`config.mk`:
```
export PLATFORM = sky130hd
export DESIGN_NAME = operand_loader
export DESIGN_NICKNAME = d
export VERILOG_FILES = /design/src/rtl/operand_loader.sv
export SDC_FILE = /design/constraint.sdc
export NUM_CORES = 1
export LEC_CHECK = 0
export BUFFER_PORTS_ARGS = -buffer_cell sky130_fd_sc_hd__buf_2
export CAP_MARGIN = 40
export CORE_UTILIZATION = 30
export CTS_CLUSTER_SIZE = 24
export DETAILED_ROUTE_END_ITERATION = 10
export RECOVER_POWER = 25
export SETUP_SLACK_MARGIN = 0.02
export SYNTH_ARGS = -nofsm -noshare
export SYNTH_HDL_FRONTEND = slang
export SYNTH_SLANG_ARGS = --single-unit
```
`constraint.sdc`:
```
create_clock -name w_clk -period 1.8 [get_ports w_clk]
set_input_delay 0 -clock w_clk [delete_from_list [all_inputs] [get_ports w_clk]]
set_output_delay 0 -clock w_clk [all_outputs]
set_load 0.02 [all_outputs]
```
`src/rtl/operand_loader.sv`:
```
// rtl/operand_loader.sv - framed serial-to-parallel operand loader for the adder
// Two operands arrive LSB first; a full frame is held with valid until the adder takes it.
module operand_loader #(
   parameter int D_N = 32
) (
   input  logic           w_clk,
   input  logic           w_rst,
   input  logic           w_start,
   input  logic           w_bit_valid,
   input  logic           w_a,
   input  logic           w_b,
   input  logic           w_ready,
   output logic [D_N-1:0] w_opa,
   output logic [D_N-1:0] w_opb,
   output logic           w_valid,
   output logic           w_busy,
   output logic           w_drop
);

   localparam int CW = $clog2(D_N);
   localparam logic [CW-1:0] LAST_BIT = CW'(D_N - 1);

   typedef enum logic [1:0] {
      IDLE  = 2'd0,
      SHIFT = 2'd1,
      HOLD  = 2'd2
   } state_t;

   state_t          state;
   logic [D_N-1:0]  r_a;
   logic [D_N-1:0]  r_b;
   logic [CW-1:0]   r_cnt;

   assign w_opa = r_a;
   assign w_opb = r_b;

   // w_valid/w_busy are written alongside every state change so they stay pure flops.
   always_ff @(posedge w_clk) begin
      if (w_rst) begin
         state   <= IDLE;
         r_a     <= '0;
         r_b     <= '0;
         r_cnt   <= '0;
         w_valid <= 1'b0;
         w_busy  <= 1'b0;
         w_drop  <= 1'b0;
      end else begin
         case (state)
            IDLE: begin
               if (w_start) begin
                  r_a    <= '0;
                  r_b    <= '0;
                  r_cnt  <= '0;
                  w_drop <= 1'b0;
                  w_busy <= 1'b1;
                  state  <= SHIFT;
               end
            end

            SHIFT: begin
               if (w_start) begin
                  r_a   <= '0;
                  r_b   <= '0;
                  r_cnt <= '0;
               end else if (w_bit_valid) begin
                  r_a <= {w_a, r_a[D_N-1:1]};
                  r_b <= {w_b, r_b[D_N-1:1]};
                  if (r_cnt == LAST_BIT) begin
                     r_cnt   <= '0;
                     w_valid <= 1'b1;
                     state   <= HOLD;
                  end else begin
                     r_cnt <= r_cnt + CW'(1);
                  end
               end
            end

            HOLD: begin
               if (w_bit_valid) begin
                  w_drop <= 1'b1;
               end
               // A start coinciding with the transfer opens the next frame on the same edge.
               if (w_ready) begin
                  w_valid <= 1'b0;
                  if (w_start) begin
                     r_a    <= '0;
                     r_b    <= '0;
                     r_cnt  <= '0;
                     w_drop <= 1'b0;
                     state  <= SHIFT;
                  end else begin
                     w_busy <= 1'b0;
                     state  <= IDLE;
                  end
               end
            end

            default: begin
               w_valid <= 1'b0;
               w_busy  <= 1'b0;
               state   <= IDLE;
            end
         endcase
      end
   end

endmodule

```
==> flow_metrics.env <==
export IMPL_grt_util_all_layers_pct=15.44
export IMPL_r2r_start="state[0]"
export IMPL_syn_nets=365
export IMPL_area_delta_synth_final_pct=20.93
export IMPL_drv_slew=0
export IMPL_start_util_pct=31.33
export IMPL_relSlewSlack_pct=62.65
export IMPL_worstPathRequired_ps=2070
export IMPL_p_int_w=0.002498
export IMPL_antenna_found_initial=0
export IMPL_h_tree_depth=3
export IMPL_r2r_slack_ps=290
export IMPL_drv_cap=0
export IMPL_die_w_um=103.5
export IMPL_grt_pass1_wl_mm=12.63
export IMPL_io_pins=74
export IMPL_crit_fanout=37
export IMPL_antenna_cells=0
export IMPL_skew_ps=9.913
export IMPL_numPortBuffers=73
export IMPL_pwr_share_comb_pct=5.4
export IMPL_final_common_cell="dfxtp_1"
export IMPL_cts_tree="yes"
export IMPL_cts_resized_gates=0
export IMPL_drt_iter0_drc=110
export IMPL_gp_congestion=0.7151
export IMPL_drtPass1Iterations=4
export IMPL_numCtsBuffers=9
export IMPL_cts_clk_slew_worst_paths_ps=80
export IMPL_die_area_um2=10710
export IMPL_grt_pass1_vias=2648
export IMPL_holdPathEnd="state[0]"
export IMPL_ys_types=29
export IMPL_hold_viol_final=0
export IMPL_setup_viol=0
export IMPL_rsz0062_at_grt="no"
export IMPL_crit_type="flip-flop to flip-flop"
export IMPL_timing_rr_end="w_opb[28]"
export IMPL_fin_crit_sh_pct=83.71
export IMPL_drc=0
export IMPL_status="completed"
export IMPL_dp_final_hpwl_mm=4.884
export IMPL_drive_above_1_share_pct=17.90
export IMPL_yosysWarnings=0
export IMPL_min_path_type="primary input to flip-flop"
export IMPL_crit_path_start_kind="flip-flop"
export IMPL_die_y_um=103.5
export IMPL_ys_ff_latch=74
export IMPL_fmax_mhz=663.6
export IMPL_vias=2849
export IMPL_power_density_nw_per_um2=870.3
export IMPL_tightest_slew_ps=560.2
export IMPL_p_switching_w=0.0007542
export IMPL_cp_end_kind="flip-flop"
export IMPL_setup_tns_final_ps=0
export IMPL_coreArea_um2=9864
export IMPL_synth_area_um2=3090
export IMPL_reg2reg_depth=4
export IMPL_clock_latency_ps=350
export IMPL_total_power_w=0.003253
export IMPL_ir_drop_mv=0.3034
export IMPL_pwr_share_clk_pct=43.9
export IMPL_root_buffer="clkbuf_8"
export IMPL_vias_per_cell=5.161
export IMPL_cts_buffer_depth=2
export IMPL_placed_area_um2=3522
export IMPL_period_minus_slack_ps=1507
export IMPL_drtAntennaViolNets=0
export IMPL_grt_overflow_total=0
export IMPL_synth_area_per_cell_um2=8.681
export IMPL_totalWireLength_mm=7.938
export IMPL_p_seq_share_pct=50.7
export IMPL_final_cell_mix="dfxtp_1, nand2_1, o211ai_1, a21oi_1, buf_2"
export IMPL_leakagePower_nw=1.267
export IMPL_worstHoldStart="w_start"
export IMPL_grt_max_degree=52
export IMPL_swShare_pct=23.19
export IMPL_std_cell_rows=36
export IMPL_cp_arrival_ps=1780
export IMPL_synth_cells=356
export IMPL_whs_path_depth=3
export IMPL_nets=423
export IMPL_wire_per_inst_um=14.38
export IMPL_clock_sinks=74
export IMPL_seq_area_frac_synth_pct=47.94
export IMPL_finalInstanceArea_um2=3737
-- state kept, by name, summed over array words and instances (netlist names) --
register	cells
w_valid	1
state	2
w_drop	1
w_busy	1
r_cnt	5
w_opb	32
w_opa	32
-- logic make-up after synthesis --
family | Yosys count | synth area share [%]
buffers and inverters | 43 | 7.125
and+or+nand+nor | 89 | 12.59
AOI/OAI and AO/OA | 148 | 31.54
DFF | 74 | 47.94
adders and majority gates | 2 | 0.8096
-- worst max-delay path by stage --
stage	start	to	slack [ps]
final	state[0]	w_opb[28]	290
after global routing	state[0]	w_opa[0]	140
after CTS	r_cnt[0]	w_valid	280
after detailed placement	r_cnt[0]	w_valid	310
after global placement	r_cnt[0]	w_valid	340
after floorplan	r_cnt[0]	w_valid	410
-- synth_stat cells --
cell type | number | share of area (%)
nand4_1 | 2 | 0.40
a21boi_0 | 1 | 0.24
buf_4 | 3 | 0.73
ha_1 | 2 | 0.81
o2111ai_1 | 2 | 0.57
a21oi_1 | 61 | 9.9
nor2_1 | 5 | 0.61
nand3b_1 | 2 | 0.49
o21ai_0 | 1 | 0.16
clkbuf_1 | 16 | 1.9
dfxtp_1 | 74 | 48
buf_2 | 14 | 2.3
nand2b_1 | 1 | 0.20
nand3_1 | 2 | 0.32
and3_1 | 1 | 0.20
nor2b_1 | 2 | 0.40
and3b_1 | 1 | 0.28
inv_1 | 3 | 0.36
buf_1 | 3 | 0.36
a22oi_1 | 1 | 0.24
buf_6 | 4 | 1.5
o21bai_1 | 3 | 0.73
nand2_1 | 69 | 8.4
o211ai_1 | 68 | 17
o2111a_1 | 1 | 0.36
and4b_1 | 2 | 0.65
nor3b_1 | 1 | 0.24
a21oi_2 | 10 | 2.8
and4bb_1 | 1 | 0.40
-- power by group through the flow --
stage	Clock, W	Sequential, W	Combinational (W)
final	0.00143	0.00165	0.000174
after global routing	0.00156	0.00165	0.000189
after CTS	0.00150	0.00165	0.000175
after detailed placement	0	0.00169	0.000168
after global placement	0	0.00169	0.000167
after floorplan	0	0.00169	0.000122
-- through the flow --
step,utilization [%],setup slack [ps],hold slack (ps),cells
finish,37.89,293.2,65.83,552
global route,37.89,140.3,73.45,552
CTS,38.33,280.5,46.98,552
detailed placement,35.71,306.8,256.0,532
global placement,35.71,337.1,245.3,532
floorplan,-,414.1,140.5,356
-- repair_timing --
item                                   CTS  global route
endpoints found under the hold margin    6             0
hold buffers                             4             0
buffers inserted                         0             0
-- worst max-delay path: stages, from the launching register on --
cell and delay (ps):
dfxtp_1 540, nand3b_1 180, buf_4 370, o211ai_1 150, a21oi_1 150
-- layout make-up --
type                            count  area, um^2
Tap cell                          133       166.4
Sequential cell                    74        1483
Clock inverter                      5       77.57
Inverter                            3       11.26
Timing Repair Buffer               87       461.7
Fill cell                        1033        6127
Multi-Input combinational cell    239        1396
Clock buffer                       11       141.4
-- per-layer routing --
metal	vias to the layer above	global-route usage, %	routed length (um)	part of all wire [%]
met3	11	4.368	458	5.8
met2	77	25.52	3691	46
met5	-	0	0	0
li1	1397	-	-	-
met1	1364	18.31	3665	46
met4	0	7.801	123	1.5
(Power assumes the default switching activity.)
